File: src/rtl/found_capture.sv
// found_capture
//
// Sits behind the 16-lane MD5 pipeline array. It rebuilds the 32-bit candidate that
// produced a hit by delaying the shared counter through a LATENCY-deep shift register.
// It then latches {delayed counter, lane index} and holds the result until clear_i.
//
// Ports:
//   clk_i          system clock, all state on the rising edge
//   rst_ni         asynchronous active-low reset
//   clear_i        synchronous re-arm pulse; discards a held result (ignored in warm-up)
//   counter_i      counter value presented to all lanes this cycle
//   found_vec_i    bit i = lane i match strobe
//   armed_o        capture window open
//   match_valid_o  result held; drives the found LED/pin and the counter halt
//   match_value_o  {delayed counter, lane index} of the captured hit
//   match_lane_o   lane index of the captured hit
//   multi_hit_o    more than one hit seen since capture (same cycle or later)
//   hit_count_o    cycles with any hit since capture, saturating at 255
module found_capture #(
    parameter int unsigned LANES     = 16,
    parameter int unsigned LANE_BITS = 4,
    parameter int unsigned COUNT_W   = 28,
    parameter int unsigned LATENCY   = 66
) (
    input  logic                         clk_i,
    input  logic                         rst_ni,
    input  logic                         clear_i,
    input  logic [COUNT_W-1:0]           counter_i,
    input  logic [LANES-1:0]             found_vec_i,
    output logic                         armed_o,
    output logic                         match_valid_o,
    output logic [COUNT_W+LANE_BITS-1:0] match_value_o,
    output logic [LANE_BITS-1:0]         match_lane_o,
    output logic                         multi_hit_o,
    output logic [7:0]                   hit_count_o
);

    localparam int unsigned FillW = $clog2(LATENCY + 1);
    localparam logic [FillW-1:0] FillMax  = FillW'(LATENCY);
    localparam logic [FillW-1:0] FillLast = FillW'(LATENCY - 1);

    typedef enum logic [1:0] {
        StWarmup,
        StArmed,
        StHeld
    } state_e;

    state_e                         state_q;
    logic [COUNT_W-1:0]             dly_q [LATENCY];
    logic [FillW-1:0]               fill_q;
    logic                           armed_q;
    logic                           valid_q;
    logic [COUNT_W+LANE_BITS-1:0]   value_q;
    logic [LANE_BITS-1:0]           lane_q;
    logic                           multi_q;
    logic [7:0]                     count_q;

    logic                           any_hit;
    logic                           many_hits;
    logic [LANE_BITS-1:0]           enc_lane;

    // Shifts in every state, including HELD, so the tap is always aligned with the
    // pipeline output. Counter wrap and stalls need no special handling.
    always_ff @(posedge clk_i or negedge rst_ni) begin
        if (!rst_ni) begin
            for (int i = 0; i < int'(LATENCY); i++) begin
                dly_q[i] <= '0;
            end
        end else begin
            dly_q[0] <= counter_i;
            for (int i = 1; i < int'(LATENCY); i++) begin
                dly_q[i] <= dly_q[i-1];
            end
        end
    end

    // Counts how many stages hold real samples; saturates once the tap is valid.
    always_ff @(posedge clk_i or negedge rst_ni) begin
        if (!rst_ni) begin
            fill_q <= '0;
        end else if (fill_q != FillMax) begin
            fill_q <= fill_q + FillW'(1);
        end
    end

    // Lowest-index lane wins.
    always_comb begin
        enc_lane = '0;
        for (int i = int'(LANES) - 1; i >= 0; i--) begin
            if (found_vec_i[i]) begin
                enc_lane = LANE_BITS'(i);
            end
        end
    end

    assign any_hit   = |found_vec_i;
    // Clearing the lowest set bit leaves something only if two or more were set.
    assign many_hits = |(found_vec_i & (found_vec_i - LANES'(1)));

    always_ff @(posedge clk_i or negedge rst_ni) begin
        if (!rst_ni) begin
            state_q <= StWarmup;
            armed_q <= 1'b0;
            valid_q <= 1'b0;
            value_q <= '0;
            lane_q  <= '0;
            multi_q <= 1'b0;
            count_q <= '0;
        end else begin
            unique case (state_q)
                // Pipeline contents are stale until the delay line is full.
                StWarmup: begin
                    if (fill_q == FillLast) begin
                        state_q <= StArmed;
                        armed_q <= 1'b1;
                    end
                end
                StArmed: begin
                    if (clear_i) begin
                        // Clear beats a same-cycle hit.
                        armed_q <= 1'b1;
                        valid_q <= 1'b0;
                        value_q <= '0;
                        lane_q  <= '0;
                        multi_q <= 1'b0;
                        count_q <= '0;
                    end else if (any_hit) begin
                        state_q <= StHeld;
                        armed_q <= 1'b0;
                        valid_q <= 1'b1;
                        value_q <= {dly_q[LATENCY-1], enc_lane};
                        lane_q  <= enc_lane;
                        multi_q <= many_hits;
                        count_q <= 8'd1;
                    end
                end
                StHeld: begin
                    if (clear_i) begin
                        state_q <= StArmed;
                        armed_q <= 1'b1;
                        valid_q <= 1'b0;
                        value_q <= '0;
                        lane_q  <= '0;
                        multi_q <= 1'b0;
                        count_q <= '0;
                    end else if (any_hit) begin
                        multi_q <= 1'b1;
                        if (count_q != 8'hFF) begin
                            count_q <= count_q + 8'd1;
                        end
                    end
                end
                default: begin
                    state_q <= StWarmup;
                    armed_q <= 1'b0;
                    valid_q <= 1'b0;
                end
            endcase
        end
    end

    assign armed_o       = armed_q;
    assign match_valid_o = valid_q;
    assign match_value_o = value_q;
    assign match_lane_o  = lane_q;
    assign multi_hit_o   = multi_q;
    assign hit_count_o   = count_q;

endmodule

File: config.mk
export PLATFORM = sky130hd
export DESIGN_NAME = found_capture
export DESIGN_NICKNAME = d
export VERILOG_FILES = /design/src/rtl/found_capture.sv
export SDC_FILE = /design/constraint.sdc
export NUM_CORES = 1
export LEC_CHECK = 0
export BUFFER_PORTS_ARGS = -buffer_cell sky130_fd_sc_hd__buf_4
export CORE_MARGIN = 2
export CORE_UTILIZATION = 57
export CTS_BUF_LIST = sky130_fd_sc_hd__clkbuf_4 sky130_fd_sc_hd__clkbuf_8
export DETAILED_ROUTE_END_ITERATION = 8
export PLACE_DENSITY = 0.73
export SYNTH_ARGS = -nofsm -noshare
export SYNTH_HDL_FRONTEND = slang
export SYNTH_SLANG_ARGS = --single-unit
File: constraint.sdc
create_clock -name clk_i -period 2.05 [get_ports clk_i]
set_input_delay 0.41 -clock clk_i [delete_from_list [all_inputs] [get_ports clk_i]]
set_output_delay 0.41 -clock clk_i [all_outputs]
set_load 0.05 [all_outputs]
* Word level (Yosys, flattened, before mapping)
Index checks and enable logic that the tools add are counted.
Storage, ports and cells: bits in registers 1904, output and inout bits 47
Operators by class: add/subtract/negate cells 3, equality and inequality tests 12, multiplexer cells 47, bitwise operators 2, reduce and logical (&&, ||, !) cells 10
Operators by type and width (count):
- 2-to-1 mux 32 bit | 3
- 2-to-1 mux 4 bit | 19
- case mux 32 bit (2 select lines) | 1
- 2-to-1 mux 8 bit | 5
- OR reduction 16 bit | 2
- AND 16 bit | 1
- case mux 8 bit (2 select lines) | 1
- subtractor 16 x 1 -> 16 bit (second input constant) | 1
- AND reduction 3 bit | 4
- 2-to-1 mux 1 bit | 9
- != test 3 bit (second input constant) | 3
- adder 8 x 1 -> 8 bit (second input constant) | 1
- 2-to-1 mux 2 bit | 4
- != test 2 bit (second input constant) | 4
- != test 8 bit (second input constant) | 1
- case mux 4 bit (2 select lines) | 1
- AND reduction 4 bit | 2
- adder 7 x 1 -> 7 bit (second input constant) | 1
- equality test 7 bit (second input constant) | 1
- != test 7 bit (second input constant) | 1
- case mux 1 bit (3 select lines) | 2
- case mux 2 bit (3 select lines) | 1
- equality test 2 x 1 -> 1 bit (second input constant) | 1
- equality test 2 bit (second input constant) | 1
- 4 further kinds | 4

* Logic depth before layout (Yosys ltp)
depth after elaboration 19, mapped depth 7

* Least setup slack after synthesis
Ideal clock, no wire load.
kind register to register, start point register count_q[0], in the netlist hit_count_o[0], end point register count_q[5], in the netlist hit_count_o[5], arrival 2.037 ns, data required time 1.972 ns, setup slack -0.064 ns, stages on the path, launching flop included 7, path buffers 0, clock period less this slack 2.114 ns, cell sequence dfrtp_1 -> ha_1 -> and3_1 -> nand4_1 -> o2111ai_1 -> or4_1 -> a21oi_1
Between the ends: longest elaborated chain between the ends 5, elaborated cells on any way between the ends 8, those cells by class 1 x add/sub; 2 x eq/ne; 4 x mux; 1 x reduce/logical
Ends and longest elaborated chain:
- from (decl) | line 56 | logic [7:0] count_q;
- from (signal assigned) | line 149 | count_q <= count_q + 8'd1;
- adder 8 x 1 -> 8 bit | line 149
- 2-to-1 mux 8 bit | line 148 | if (count_q != 8'hFF) begin
- 2-to-1 mux 8 bit | line 146 | end else if (any_hit) begin
- 2-to-1 mux 8 bit | line 138 | if (clear_i) begin
- case mux 8 bit (2 select lines) | line 110 | unique case (state_q)
Parallel ways exist; a longest one is shown, timed or not. The select of a mux whose other input is x is not followed. A chain may end at the register's enable or synchronous reset.

* Final worst setup path
start point input found_vec_i[5], end point register multi_q, in the netlist multi_hit_o
Between the ends: longest elaborated chain between the ends 6, elaborated cells on any way between the ends 10, those cells by class 1 x add/sub; 2 x eq/ne; 3 x mux; 1 x bitwise; 3 x reduce/logical
Ends and longest elaborated chain:
- from (decl) | line 29 | input logic [LANES-1:0] found_vec_i,
- subtractor 16 x 1 -> 16 bit | line 98 | assign many_hits = |(found_vec_i & (found_vec_i - LANES'(1)));
- AND 16 bit | line 98
- OR reduction 16 bit | line 98
- 2-to-1 mux 1 bit | line 127 | end else if (any_hit) begin
- 2-to-1 mux 1 bit | line 119 | if (clear_i) begin
- case mux 1 bit (2 select lines) | line 110
- to (signal assigned) | line 133 | multi_q <= many_hits;
- to (decl) | line 55 | logic multi_q;
Parallel ways exist; a longest one is shown, timed or not. The select of a mux whose other input is x is not followed.

==> out/qor.yml <==
status: "finished with violations"
violations: "negative setup slack"
fin_util: 0.6859
place_congestion: 0.8105
final-setup-viol-count: 1
hold_viol_final: 0
io_buffers: 93
initial_utilization: 0.5750
setup_tns_ns: -0.03899
p_clk_frac: 0.428
layout.nets: 2635
grt_start_max_net_pins: 131
synth_ff_type: "dfrtp_1"
syn_area_um2: 48880
synth_async_sr_flop_share: 1.000
ant_nets: 0
numClockSinks: 1900
slew_headroom: 0.5665
cap_viol_max_count: 0
synth_cell_types: 55
cp_max_fo: 6
dieWidth_um: 296.8
remaining_drc_errors: 0
finalCriticalPeriod_ns: 2.089
viasPerCell: 4.578
clock-root-buffer: "clkbuf_8"
core-area_um2: 85010
cts_tree: "built"
grt_pass1_vias: 20880
grt_use_total: 0.1501
crit_path_start_kind: "primary input"
end_kind: "flip-flop"
synthDominantCellAreaShare: 0.9727
routedWlPerCell_um: 15.43
ys_seq_area_frac: 0.9727
fmax_mhz: 478.7
clkLatencyLatePin_ns: 0.89
overflow: 0
antenna_found_initial: 1
min_period_over_period: 1.019
drt-total-wl_um: 60570
drt_iter0_markers: 998
grt_pass1_wl_um: 106100
dp.cells: 3386
worst_slack_ns: -0.03899
instances_no_fill: 3926
synthesis.instances: 2091
slew_viol_final: 0
fin_worst_hold_slack_ns: 0.09518
io_pins: 94
ir_worst_vdd_mv: 0.7131
dpl.hpwl_um: 31430
die-area_um2: 88110
rows: 107
syn_area_per_cell_um2: 23.38
synth.area.top_cells: "dfrtp_1 (97%), a22o_1 (0.52%), a21oi_1 (0.15%)"
worstPathArrival_ns: 2.81
cts_htree_levels: 5
worstPathRequired_ns: 2.77
vias: 17970
hold_path.class: "primary input to asynchronous set/reset pin"
die_y_um: 296.8
dp_slack_ns: -0.006922
clk_path_buf_depth: 4
ys_ff_latch: 1900
p_leak_uw: 0.02811
p_sw_frac: 0.2040
intPower_uw: 58120
p_sw_uw: 14900
syn_nets: 2142
worst_pin_slew_ns: 0.6502
synth_edf_count: 0
seqPwrFrac: 0.541
setup.worst_path.start: "found_vec_i[5]"
p_comb_frac: 0.032
cts_made_buffers: 295
worstSetupPathType: "primary input to flip-flop"
clock_skew_ns: 0.05788
rsz0062_at_grt: "yes"
synth_largest_area_cell: "dfrtp_1"
r2r-start: "hit_count_o[1]$_DFFE_PN0P_"
yosysWarnings: 0
layout-drive-gt1-share: 0.2431
dr.pass1.iters: 5
cts.clk_slew.worst_paths_ns: 0.06
pwr_density_cell_nw_per_um2: 1252
area_growth_syn_to_layout_pct: 19.30
[timing repair]
action / CTS / global route
gates resized for setup: 5 / 4
buffers inserted: 0 / 2
hold buffers: 43 / 0
hold endpoints to repair: 1602 / 0
setup endpoints to repair: 2 / 8
[logic make-up after synthesis]
| group | after synthesis | synth area share |
|---|---|---|
| adders and majority gates | 5 | 0.001229 |
| xor gates and xnor gates | 6 | 0.001075 |
| DFF | 1900 | 0.9727 |
| AOI/OAI and AO/OA | 83 | 0.01306 |
| buffers and inverters | 23 | 0.002662 |
| muxes | 4 | 0.0008448 |
| and+or+nand+nor | 70 | 0.008397 |
[stage by stage]
step           cell area (um^2)  power (uW)
2_1_floorplan             48880       40830
3_3_place_gp              51750       42220
3_5_place_dp              51750       42400
4_1_cts                   58280       74360
5_1_grt                   58310       76490
6_report                  58310       73020
[layer usage]
| metal | vias to the layer above | GRT usage | wire length (um) |
|---|---|---|---|
| met3 | 174 | 0.04133 | 2611 |
| met1 | 9726 | 0.2164 | 26850 |
| met4 | 0 | 0.07421 | 1793 |
| li1 | 7693 | - | - |
| met2 | 380 | 0.2170 | 29320 |
| met5 | - | 0 | 0 |
[area by class of cell]
class / instances / area [um^2]
diodes: 1 / 2.502
clock buffers: 465 / 5774
clock inverters: 29 / 299.0
fillers: 5140 / 26700
inverters: 9 / 33.78
multi-input cells: 168 / 1222
flip-flops and latches: 1900 / 47550
well taps: 1144 / 1431
repair buffers: 210 / 1999
[worst max-delay path, stage by stage]
cell           delay [ns]
dlygate4sd3_1        0.54
buf_4                0.16
nor4_4               0.25
nand3_4              0.19
buf_4                0.20
o31ai_1              0.19
o2111a_1             0.22
dlygate4sd3_1        0.56
a31oi_1              0.08
[power by group through the flow]
stage          registers [uW]  logic, uW  clock network (uW)
4_1_cts                 39500       2340               32500
3_3_place_gp            40100       2160                   0
6_report                39500       2310               31200
2_1_floorplan           40200        676                   0
3_5_place_dp            40200       2230                   0
5_1_grt                 39600       2600               34300
[worst paths after layout]
kind / slack (ns) / to / depth (start not counted)
worst max-delay path: -0.04 / multi_hit_o$_DFFE_PN0P_ / 9
worst min-delay path: 0.1 / dly_q[977]$_DFF_PN0_ / 2
worst max register to register: 0.09 / hit_count_o[5]$_DFFE_PN0P_ / 6
worst min register to register: 0.29 / dly_q[99]$_DFF_PN0_ / 0
max in group asynchronous: 0.93 / dly_q[351]$_DFF_PN0_ / 3
min in group clk_i: 0.13 / match_value_o[3]$_DFFE_PN0P_ / 6
[synthesized netlist by cell type (all sizes together) (4+ instances only)]
master	n
nor3	6
nand2	9
clkbuf	4
ha	4
o21ai	8
inv	9
dfrtp	1900
nand3	11
buf	10
nand2b	5
and3	4
a22o	29
xnor2	6
nor2	16
nor4	5
a21oi	15
o31ai	6
[cell usage in the layout, fill, tap and decap left out, types with 6 or more instances in the layout]
cell           count
a21oi_1           15
a22o_1            29
buf_12            23
buf_4            141
clkbuf_4         100
clkbuf_8         365
clkinv_2          15
dfrtp_1         1898
dlygate4sd3_1     43
inv_1              9
nand2_1            7
nand3_1           10
nor2_1            15
xnor2_1            6
[flip-flops by register name (all words and copies together), names as in the netlist]
signal	flops
armed_o	1
dly_q	1848
fill_q	7
hit_count_o	8
match_valid_o	1
match_value_o	32
multi_hit_o	1
state_q	2
Note: power is estimated with default switching activity, not from simulation.
